### src/rtl/wsn_channel_if.sv
// Signal bundle between the two-node bench and one direction of the RF channel emulator.
`timescale 1ns/1ps
interface wsn_channel_if #(
    parameter int DELAY_W = 6,
    parameter int CNT_W   = 32
);
    logic               en;
    logic               tx_in;
    logic               rx_out;
    logic [DELAY_W-1:0] delay;
    logic [15:0]        ber_thresh;
    logic [3:0]         burst_len;
    logic               clr;
    logic [CNT_W-1:0]   bit_cnt;
    logic [CNT_W-1:0]   err_cnt;
    logic               burst_active;

    modport master (
        output en, tx_in, delay, ber_thresh, burst_len, clr,
        input  rx_out, bit_cnt, err_cnt, burst_active
    );

    modport slave (
        input  en, tx_in, delay, ber_thresh, burst_len, clr,
        output rx_out, bit_cnt, err_cnt, burst_active
    );
endinterface

### src/rtl/wsn_channel.sv
// One-bit RF channel emulator: programmable delay line plus LFSR-driven single/burst bit errors,
// with saturating statistics of transported and corrupted bits.
`timescale 1ns/1ps
module wsn_channel #(
    parameter int          DELAY_W = 6,
    parameter logic [15:0] SEED    = 16'hACE1,
    parameter int          CNT_W   = 32
) (
    input  logic         clk,
    input  logic         reset,
    wsn_channel_if.slave ch
);
    localparam int          DEPTH     = 1 << DELAY_W;
    localparam logic [15:0] LFSR_MASK = 16'hB400;

    typedef enum logic {
        S_IDLE  = 1'b0,
        S_BURST = 1'b1
    } state_t;

    logic [DEPTH-1:0]   r_dline;
    logic [DELAY_W-1:0] r_wptr;
    logic [15:0]        r_lfsr;
    state_t             r_state;
    state_t             w_state_nxt;
    logic [3:0]         r_bcnt;
    logic [3:0]         w_bcnt_nxt;
    logic               r_rx_p1;
    logic [CNT_W-1:0]   r_bit_cnt;
    logic [CNT_W-1:0]   r_err_cnt;

    logic [DELAY_W-1:0] w_rd_idx;
    logic               w_dly_bit_p0;
    logic               w_trig;
    logic               w_flip;
    logic [15:0]        w_lfsr_nxt;

    function automatic logic [CNT_W-1:0] sat_inc(input logic [CNT_W-1:0] v);
        return (&v) ? v : v + CNT_W'(1);
    endfunction

    function automatic logic [15:0] lfsr_step(input logic [15:0] s);
        return {1'b0, s[15:1]} ^ (s[0] ? LFSR_MASK : 16'h0000);
    endfunction

    // Stage p0: delay-line read, trigger decision and burst control
    assign w_rd_idx     = r_wptr - ch.delay;
    assign w_dly_bit_p0 = (ch.delay == '0) ? ch.tx_in : r_dline[w_rd_idx];
    assign w_trig       = ch.en & (r_lfsr < ch.ber_thresh);
    assign w_lfsr_nxt   = lfsr_step(r_lfsr);

    // The line records even while the link is down so re-enabling replays real history.
    always_ff @(posedge clk or negedge reset) begin
        if (!reset) begin
            r_dline <= '0;
            r_wptr  <= '0;
        end else begin
            r_dline[r_wptr] <= ch.tx_in;
            r_wptr          <= r_wptr + DELAY_W'(1);
        end
    end

    always_comb begin
        w_state_nxt = r_state;
        w_bcnt_nxt  = r_bcnt;
        w_flip      = 1'b0;
        if (ch.en) begin
            case (r_state)
                S_IDLE: begin
                    if (w_trig) begin
                        w_flip     = 1'b1;
                        w_bcnt_nxt = ch.burst_len;
                        if (ch.burst_len != 4'd0) begin
                            w_state_nxt = S_BURST;
                        end
                    end
                end
                S_BURST: begin
                    w_flip     = 1'b1;
                    w_bcnt_nxt = r_bcnt - 4'd1;
                    if (r_bcnt == 4'd1) begin
                        w_state_nxt = S_IDLE;
                    end
                end
                default: begin
                    w_state_nxt = S_IDLE;
                end
            endcase
        end
    end

    always_ff @(posedge clk or negedge reset) begin
        if (!reset) begin
            r_state <= S_IDLE;
            r_bcnt  <= 4'd0;
            r_lfsr  <= SEED;
        end else begin
            r_state <= w_state_nxt;
            r_bcnt  <= w_bcnt_nxt;
            if (ch.en) begin
                r_lfsr <= w_lfsr_nxt;
            end
        end
    end

    // Stage p1: registered output and statistics
    always_ff @(posedge clk or negedge reset) begin
        if (!reset) begin
            r_rx_p1   <= 1'b0;
            r_bit_cnt <= '0;
            r_err_cnt <= '0;
        end else begin
            r_rx_p1 <= ch.en & (w_dly_bit_p0 ^ w_flip);
            if (ch.clr) begin
                r_bit_cnt <= '0;
                r_err_cnt <= '0;
            end else begin
                if (ch.en) begin
                    r_bit_cnt <= sat_inc(r_bit_cnt);
                end
                if (w_flip) begin
                    r_err_cnt <= sat_inc(r_err_cnt);
                end
            end
        end
    end

    assign ch.rx_out       = r_rx_p1;
    assign ch.bit_cnt      = r_bit_cnt;
    assign ch.err_cnt      = r_err_cnt;
    assign ch.burst_active = (r_state == S_BURST);
endmodule

### src/flat_wrapper.sv
// flat-port wrapper written by rule: the top's interface ports become plain ports
module wsn_channel_flat 
#(
    parameter int          DELAY_W = 6,
    parameter logic [15:0] SEED    = 16'hACE1,
    parameter int          CNT_W   = 32
)
  (clk, reset, ch_en, ch_tx_in, ch_delay, ch_ber_thresh, ch_burst_len, ch_clr, ch_rx_out, ch_bit_cnt, ch_err_cnt, ch_burst_active);
  wsn_channel_if #(.DELAY_W(DELAY_W), .CNT_W(CNT_W)) ch_i ();
  input  logic clk;
  input  logic reset;
  input wire logic [$bits(ch_i.en)-1:0] ch_en;
  input wire logic [$bits(ch_i.tx_in)-1:0] ch_tx_in;
  input wire logic [$bits(ch_i.delay)-1:0] ch_delay;
  input wire logic [$bits(ch_i.ber_thresh)-1:0] ch_ber_thresh;
  input wire logic [$bits(ch_i.burst_len)-1:0] ch_burst_len;
  input wire logic [$bits(ch_i.clr)-1:0] ch_clr;
  output wire logic [$bits(ch_i.rx_out)-1:0] ch_rx_out;
  output wire logic [$bits(ch_i.bit_cnt)-1:0] ch_bit_cnt;
  output wire logic [$bits(ch_i.err_cnt)-1:0] ch_err_cnt;
  output wire logic [$bits(ch_i.burst_active)-1:0] ch_burst_active;
  assign ch_i.en = ch_en;
  assign ch_i.tx_in = ch_tx_in;
  assign ch_i.delay = ch_delay;
  assign ch_i.ber_thresh = ch_ber_thresh;
  assign ch_i.burst_len = ch_burst_len;
  assign ch_i.clr = ch_clr;
  assign ch_rx_out = ch_i.rx_out;
  assign ch_bit_cnt = ch_i.bit_cnt;
  assign ch_err_cnt = ch_i.err_cnt;
  assign ch_burst_active = ch_i.burst_active;
  wsn_channel #(.DELAY_W(DELAY_W), .SEED(SEED), .CNT_W(CNT_W)) u_core (.clk(clk), .reset(reset), .ch(ch_i));
endmodule
### config.mk
export PLATFORM = sky130hd
export DESIGN_NAME = wsn_channel_flat
export DESIGN_NICKNAME = d
export VERILOG_FILES = /design/src/rtl/wsn_channel_if.sv /design/src/rtl/wsn_channel.sv /design/src/flat_wrapper.sv
export SDC_FILE = /design/constraint.sdc
export NUM_CORES = 1
export LEC_CHECK = 0
export CAP_MARGIN = 20
export CELL_PAD_IN_SITES_DETAIL_PLACEMENT = 0
export CELL_PAD_IN_SITES_GLOBAL_PLACEMENT = 1
export CORE_ASPECT_RATIO = 0.9
export CORE_UTILIZATION = 35
export DETAILED_ROUTE_END_ITERATION = 8
export GPL_ROUTABILITY_DRIVEN = 0
export PLACE_DENSITY_LB_ADDON = 0.1
export REMOVE_ABC_BUFFERS = 1
export SLEW_MARGIN = 10
export SYNTH_ARGS = -nofsm -noshare
export SYNTH_HDL_FRONTEND = slang
export SYNTH_SLANG_ARGS = --single-unit
export TNS_END_PERCENT = 30
### constraint.sdc
create_clock -name clk -period 3.5 [get_ports clk]
set_clock_uncertainty 0.1 [all_clocks]
set_input_delay 1.05 -clock clk [delete_from_list [all_inputs] [get_ports clk]]
set_output_delay 1.05 -clock clk [all_outputs]
set_load 0.01 [all_outputs]
Yosys cells after proc, flatten, opt, wreduce, memory -nomap -nowiden --
Index checks and enable logic that the tools add are counted.
Word-level totals: flip-flop bits (word level) 156, word-level logic and storage cells 58
Cells by class: add/subtract/negate cells 5, order comparisons 4, eq/ne operators 4, mux-type cells 22, bitwise gates (word level) 5, reductions and logical operators 10
Operators with widths (number):
- $mux 32 | 6
- $add 32x1->32 const B | 2
- $bwmux 64 | 1
- $reduce_and 32->1 | 2
- $lt 16x16->1 | 1
- $mux 16 | 1
- $xor 15x16->16 | 1
- $lt 6x7->1 const B | 2
- $mux 1 | 8
- $pmux 4 s2 | 1
- $add 6x1->6 const B | 1
- $bmux 1 s6 | 1
- $demux 1 s6 | 1
- $ge 6x1->1 const B | 1
- $logic_not 6->1 | 1
- $reduce_and 2->1 | 3
- $sub 6x6->6 | 1
- $eq 4x1->1 const B | 1
- $mux 4 | 1
- $ne 2x2->1 const B | 2
- $pmux 1 s2 | 2
- $reduce_bool 2->1 | 2
- $reduce_bool 4->1 | 1
- $sub 4x1->4 const B | 1
- 5 further kinds | 6

Logic depth before layout (Yosys ltp) --
Gate-level depths: netlist (run 1).
depth after elaboration 7, gate-level depth with buffers 13

Least setup slack after synthesis (run 1) --
Ideal clock, no wire load.
path kind input-to-reg, start point input ch_delay[0], end point register u_core.r_rx_p1, in the netlist u_core.ch.rx_out, library setup time 0.138 ns, arrival 3.424 ns, data required time 3.262 ns, slack -0.163 ns, stages 10, cells stage by stage ha_1 -> fa_1 -> buf_1 -> buf_2 -> mux4_2 -> mux2i_1 -> mux4_2 -> or2_1 -> a31o_1 -> mux2i_1
Between the ends: longest elaborated chain between the ends 6
Ends and longest elaborated chain:
- start: declaration | RTL line flat_wrapper.sv:14 | input wire logic [$bits(ch_i.delay)-1:0] ch_delay;
- $sub 6x6->6 | RTL line wsn_channel.sv:47 | assign w_rd_idx = r_wptr - ch.delay;
- $bmux 1 s6 | RTL line wsn_channel.sv:48 | assign w_dly_bit_p0 = (ch.delay == '0) ? ch.tx_in : r_dline[w_rd_idx];
- $mux 1 (not written as such) | RTL line wsn_channel.sv:48
- $mux 1 * | RTL line wsn_channel.sv:48
- $xor 1x1->1 * | RTL line wsn_channel.sv:113 | r_rx_p1 <= ch.en & (w_dly_bit_p0 ^ w_flip);
- $and 1x1->1 * | RTL line wsn_channel.sv:113
- end signal: assignment | RTL line wsn_channel.sv:113
- end: declaration | RTL line wsn_channel.sv:28 | logic r_rx_p1;
Every way passes the cells marked *; elsewhere a longest branch is shown, timed or not. The select of a mux whose other input is x is not followed. A chain may end at the register's enable or synchronous reset.

Final worst setup path (run 1) --
start point input ch_ber_thresh[1], end point register u_core.r_err_cnt[3], in the netlist u_core.ch.err_cnt[3]
Between the ends: longest elaborated chain between the ends 7
Ends and longest elaborated chain:
- start: declaration | RTL line flat_wrapper.sv:15 | input wire logic [$bits(ch_i.ber_thresh)-1:0] ch_ber_thresh;
- $lt 16x16->1 | RTL line wsn_channel.sv:49 | assign w_trig = ch.en & (r_lfsr < ch.ber_thresh);
- $and 1x1->1 | RTL line wsn_channel.sv:49
- $mux 1 | RTL line wsn_channel.sv:70 | if (w_trig) begin
- $pmux 1 s2 | RTL line wsn_channel.sv:68 | case (r_state)
- $mux 1 | RTL line wsn_channel.sv:67 | if (ch.en) begin
- $reduce_bool 2->1 (no line)
- $reduce_and 2->1 (no line)
- end signal: assignment | RTL line wsn_channel.sv:122 | r_err_cnt <= sat_inc(r_err_cnt);
- end: declaration | RTL line wsn_channel.sv:30 | logic [CNT_W-1:0] r_err_cnt;
Every way passes these cells.

==> results of run 1 <==
[through the flow]
step                utilization (%)  cell area (µm²)
CTS                            44.9            10500
global placement               42.4             9890
detailed placement             42.4             9890
finish                         45.3            10600
global route                   45.3            10600
floorplan                         -             8110
[cell type report]
class / count / area (µm²) / area share (%)
well taps: 302 / 378 / 3.57
clock buffers: 21 / 460 / 4.36
repair buffers: 148 / 1460 / 13.8
inverters: 34 / 128 / 1.21
multi-input cells: 617 / 4110 / 38.9
flip-flops and latches: 156 / 3910 / 37.0
clock inverters: 11 / 118 / 1.11
[worst max-delay path by stage]
| stage | to | slack [ps] |
|---|---|---|
| after floorplan | u_core.ch.rx_out | -150 |
| after global placement | u_core.ch.rx_out | -450 |
| after detailed placement | u_core.ch.rx_out | -500 |
| after CTS | u_core.ch.rx_out | 2 |
| after global routing | u_core.ch.err_cnt[27] | -0.2 |
| final | u_core.ch.err_cnt[3] | 80 |
[layer usage]
metal,track usage (%),share of wire [%]
met5,0,0
met4,5.78,1.4
met3,3.71,3.9
met2,28.4,47
met1,25.3,48
[state kept, by name (all words and copies together), names as in the netlist]
register and flops:
u_core.ch.bit_cnt 32, u_core.ch.burst_active 1, u_core.ch.err_cnt 32, u_core.ch.rx_out 1, u_core.r_bcnt 4, u_core.r_dline 64, u_core.r_lfsr 16, u_core.r_wptr 6
[power groups by stage]
stage	combinational (mW)	clock, mW	sequential [mW]
after floorplan	0.476	0	2.13
after global placement	0.783	0	2.17
after detailed placement	0.815	0	2.17
after CTS	0.822	1.90	2.14
after global routing	0.951	1.98	2.16
final	0.841	1.86	2.14
[worst max-delay path: stages]
cell	delay [ps]
clkdlybuf4s50_1	450
inv_1	40
ha_1	290
a21o_1	160
a21o_1	180
a211oi_2	200
o21ai_2	100
a211o_4	360
buf_12	160
buf_4	160
or3_1	340
a21oi_1	160
[logic make-up after synthesis]
logic type	share of synthesized area [%]
and+or+nand+nor	19.0
AOI/OAI and AO/OA	13.9
DFF	46.9
buffers and inverters	4.29
muxes	8.19
xor gates and xnor gates	3.76
adders and majority gates	3.99
[placed cells by master, fill, tap and decap left out, types with 4 or more instances in the layout]
cell,instances
nor4_1,6
and4_1,5
or4_1,12
nand2_1,107
nor2_1,51
a21oi_1,40
clkbuf_16,18
mux4_2,17
inv_1,33
nand2b_1,7
ha_1,24
clkdlybuf4s50_1,93
buf_12,7
and2_1,4
dfstp_2,8
xnor2_1,13
nand3_1,26
nor3_1,9
and3_1,18
nand4_1,27
buf_4,42
mux2i_1,12
clkinv_2,5
or3_1,26
o21ai_0,89
dfrtp_1,148
mux2_2,16
xor2_1,20
o31ai_1,37
a21o_1,6
[repair_timing]
action / CTS / global route
endpoints found under the setup margin: 1 / 19
cloned: 0 / 1
resized for setup: 3 / 9
setup buffers: 1 / 3
pin swaps: 2 / 6
==> summary.txt, run 1 <==
Status -> completed
Layout cell share with drive strength beyond 1 -> 14.2%
CP Data Required Time -> 3740 ps
Worst VDD drop -> 0.234 mV
Htree depth -> 4
WL per Instance -> 16.8 µm
Leak pwr -> 4.36 nW
Synth top area cells -> dfrtp_1, o21ai_0, nand2_1, mux4_2, ha_1
Most common cell in the netlist -> dfrtp_1
Total CTS buffers -> 17
Dpl hpwl -> 15,000 µm
Worst Reg-to-Reg Cells -> 10
Chip width -> 165 µm
CTS Root Cell -> clkbuf_16
Total power -> 4.84 mW
CTS clock-pin slew for the worst setup and hold paths -> 70 ps
Routed Antenna Nets -> 0
Synth Flop Type -> dfrtp_1
Top post-synthesis cells by count -> dfrtp_1, nand2_1, o21ai_0, nor2_1
Vias per cell -> 5.30
Psw -> 1.30 mW
Setup TNS Final -> 0 ps
Critical Path Sink Type -> flop
CP arrival -> 3670 ps
Layout Nets -> 1,031
Final worst-path cycle share -> 97.8%
Max-cap violations -> 0
Die area -> 24,500 µm²
WL final -> 21,600 µm
Core area -> 23,300 µm²
Vias in the first global route -> 6,673
Largest net degree at the start of global routing -> 64
Flop-to-flop setup slack -> 510 ps
Fin Hold WS -> 380 ps
Synth top area share -> 44.4%
Max clock buf depth -> 2
Synthesized instance count -> 860
Crit path launch -> ch_ber_thresh[1]
Crit path max fanout -> 23
Post-synth ARST share -> 100%
Die Y -> 148 µm
Initial core utilization -> 35.7%
Area Growth Syn to Fin -> 26.7%
Type of origin of the critical path -> input pin
Antenna cells -> 0
Hold-fix buffers, CTS -> 0
Comb pwr share -> 17.4%
Initial antenna violation count -> 0
Final worst slack -> 77.0 ps
Final Hold Vio Count -> 0
Fill cells -> 2,213
Synthesized cell area -> 8340 µm²
Inst Count DP -> 1,252
Port Buffers -> 96
Post-layout min period -> 3420 ps
Area leader, netlist -> dfrtp_1
Critical path class -> in2reg
Mapped Avg Cell Area -> 9.70 µm²
Sink Count -> 156
Reg2reg start -> u_core.r_wptr[0]
Ports -> 97
Hold EP -> u_core.r_dline[9]
Worst-Skew Late Latency -> 430 ps
Post-synthesis sequential area ratio -> 46.9%
FMAX -> 292 MHz
Pre-CTS WS -> -502 ps
Measured slew at the worst slew-check pin -> 1020 ps
Final setup violation count -> 0
Fin. max-slew vios -> 0
Vias -> 6,829
HP Class -> reg2reg
Power per cell area -> 458 nW/µm²
Drt pass-1 iters -> 5
# rows -> 53
Rel. slew slack -> 31.7%
Post-route DRC -> 0
Ys Warns -> 0
Total GRT Usage -> 18.2%
Hold depth -> 2
Sequential power share -> 44.2%
Global route overflow -> 0
Hold Path Origin -> u_core.r_dline[9]
P_int -> 3.53 mW
Clock power frac -> 38.4%
Number of synthesized register bits -> 156
RR Endpoint -> u_core.ch.rx_out
Initial drt markers -> 473
First-pass GRT wire length -> 34,700 µm
EDFF count, synth -> 0
CTS tree -> yes
Sw Share -> 26.9%
Final cell count without fillers -> 1,289
Synth unique cells -> 57
Note: power is estimated with default switching activity, not from simulation.
==> run 2: changes to the inputs <==
--- a/config.mk
+++ b/config.mk
@@ -5,11 +5,12 @@
 export SDC_FILE = /design/constraint.sdc
 export NUM_CORES = 1
 export LEC_CHECK = 0
+export ABC_CLOCK_PERIOD_IN_PS = 3500
 export CAP_MARGIN = 20
 export CELL_PAD_IN_SITES_DETAIL_PLACEMENT = 0
 export CELL_PAD_IN_SITES_GLOBAL_PLACEMENT = 1
 export CORE_ASPECT_RATIO = 0.9
-export CORE_UTILIZATION = 35
+export CORE_UTILIZATION = 40
 export DETAILED_ROUTE_END_ITERATION = 8
 export GPL_ROUTABILITY_DRIVEN = 0
 export PLACE_DENSITY_LB_ADDON = 0.1
@@ -18,4 +19,4 @@
 export SYNTH_ARGS = -nofsm -noshare
 export SYNTH_HDL_FRONTEND = slang
 export SYNTH_SLANG_ARGS = --single-unit
-export TNS_END_PERCENT = 30
+export TNS_END_PERCENT = 10
==> run 2 against run 1 <==
Routed wire length shrank 2.1%. Fmax shrank 0.59%. Core utilization grew 6.2 points. Total power shrank 2.6%. Clock-buffer cell count grew 3. Worst hold slack lost 2.3 ps. Critical path depth shrank 3. Non-clock buffer count shrank 3. Die area shrank 12%. Largest power group unchanged. First-iteration DRC count shrank 15%. Sequential cell count is the same.
==> summary.txt, run 2 (synthesis results as in run 1) <==
Crit path launch -> ch_delay[1]
Final setup violation count -> 0 (unchanged)
Max clock buf depth -> 2 (unchanged)
RSZ-0062 raised after global routing -> yes
Post-route DRC -> 0 (unchanged)
Leak pwr -> 4.30 nW (-1.3%)
Final Hold Vio Count -> 0 (unchanged)
Largest reg by FF count -> u_core.r_dline
Commonest non-fill, non-tap cells in the layout -> dfrtp_1, nand2_1, clkdlybuf4s50_1
Ports -> 97 (unchanged)
Vias in the first global route -> 6,712 (+0.58%)
Htree depth -> 4 (unchanged)
CP arrival -> 3650 ps (-20 ps)
Max FFs per register -> 64 (unchanged)
Critical Path Sink Type -> flop
Area Growth Syn to Fin -> 24.9%
CTS Root Cell -> clkbuf_16
Critical path class -> in2reg
Port Buffers -> 96 (unchanged)
Reg2reg start -> u_core.ch.err_cnt[3]
Antenna cells -> 0 (unchanged)
Total CTS buffers -> 17 (unchanged)
Post-layout min period -> 3440 ps (+20.3 ps)
Area of the multi-input gates -> 4130 µm² (+0.46%)
Die area -> 21,400 µm² (-12%)
CP Data Required Time -> 3710 ps (-30 ps)
Fin. max-slew vios -> 0 (unchanged)
Worst-Skew Late Latency -> 430 ps (about the same)
Crit path max fanout -> 11 (-52%)
Largest net degree at the start of global routing -> 64 (unchanged)
Final worst-path cycle share -> 98.4% (+0.58 points)
Max-cap violations -> 0 (unchanged)
Hold Path Origin -> u_core.r_dline[35]
Sequential Area -> 3910 µm² (unchanged)
WL final -> 21,200 µm (-2.1%)
First-pass GRT wire length -> 35,000 µm (+0.84%)
Vias -> 6,856 (+0.40%)
Initial antenna violation count -> 0 (unchanged)
Vias per cell -> 5.53 (+4.4%)
Chip width -> 154 µm (-6.4%)
Initial core utilization -> 41.2% (+5.5 points)
Measured slew at the worst slew-check pin -> 995 ps (-21.8 ps)
Fin Hold WS -> 378 ps (-2.26 ps)
WL per Instance -> 17.1 µm (+1.9%)
Drt pass-1 iters -> 5 (unchanged)
Core area -> 20,200 µm² (-13%)
Layout Nets -> 1,028 (-0.29%)
Total power -> 4.71 mW (-2.6%)
Fill cells -> 1,860 (-16%)
Hold-fix buffers, CTS -> 0 (unchanged)
HP Class -> reg2reg
Routed Antenna Nets -> 0 (unchanged)
Total GRT Usage -> 20.6% (+2.4 points)
Initial drt markers -> 400 (-15%)
Sink Count -> 156 (unchanged)
Rel. slew slack -> 33.1% (+1.5 points)
Type of origin of the critical path -> input pin
Power per cell area -> 452 nW/µm² (-1.2%)
Die Y -> 139 µm (-6.4%)
CTS tree -> yes
Layout cell share with drive strength beyond 1 -> 13.8% (-0.36 points)
# rows -> 49 (-7.5%)
Global route overflow -> 0 (unchanged)
Commonest non-fill, non-tap cell in the layout -> dfrtp_1
CTS clock-pin slew for the worst setup and hold paths -> 60 ps (about the same)
FMAX -> 290 MHz (-0.59%)
Dpl hpwl -> 14,900 µm (-0.93%)
Worst VDD drop -> 0.302 mV (+29%)
Status -> completed
[run 2: path summary, 6_finish.rpt]
| kind | cells after the start | endpoint | slack [ps] |
|---|---|---|---|
| worst max-delay path | 9 | u_core.ch.rx_out | 60 |
| min in group asynchronous | 1 | u_core.ch.err_cnt[0] | 470 |
| worst min-delay path | 2 | u_core.r_dline[35] | 380 |
| max in group asynchronous | 2 | u_core.ch.bit_cnt[27] | 1980 |
| worst max register to register | 8 | u_core.ch.err_cnt[26] | 550 |
| worst min register to register | 2 | u_core.r_dline[35] | 380 |
[run 2: power by group]
part           switching, mW  internal (mW)
logic                  0.380          0.430
registers              0.145           1.99
clock network          0.716           1.05
[run 2: final cells by class]
type	count	area share, %
clock inverter	8	0.949
clock buffer	24	4.33
tap	255	3.06
sequential	156	37.6
multi-input combinational	617	39.6
inverter	34	1.22
timing repair buffer	145	13.2
[run 2: stage by stage]
stage / std cells / area (µm²) / TNS (ps) / util [%] / setup WS, ps
2_1_floorplan: 807 / 8110 / -2020 / - / -155
3_3_place_gp: 1206 / 9800 / -9180 / 48.4 / -475
3_5_place_dp: 1206 / 9800 / -10640 / 48.4 / -521
4_1_cts: 1239 / 10400 / 0 / 51.2 / 20.1
5_1_grt: 1239 / 10400 / -12.7 / 51.5 / -7.47
6_report: 1239 / 10400 / 0 / 51.5 / 56.7
[run 2: critical path: stages]
cell and delay, ps:
clkdlybuf4s50_1 480, fa_2 630, buf_12 150, mux4_2 210, mux2i_1 80, mux4_2 440, or2_1 230, a31o_1 240
mux2i_1 130
[run 2: per-layer routing]
layer	wire length [µm]	share of wire, %	global-route usage, %	vias to the layer above
met5	0	0	0	-
met4	231	1.1	6.32	0
met3	756	3.6	3.72	19
met2	10100	47	32.3	129
met1	10100	48	29.1	3393
li1	-	-	-	3315
[run 2: repair_timing]
item,4_1_cts,5_1_grt
setup buffers,1,0
endpoints found under the setup margin,1,22
pin swaps,1,7
resized for setup,2,12
cloned,0,0
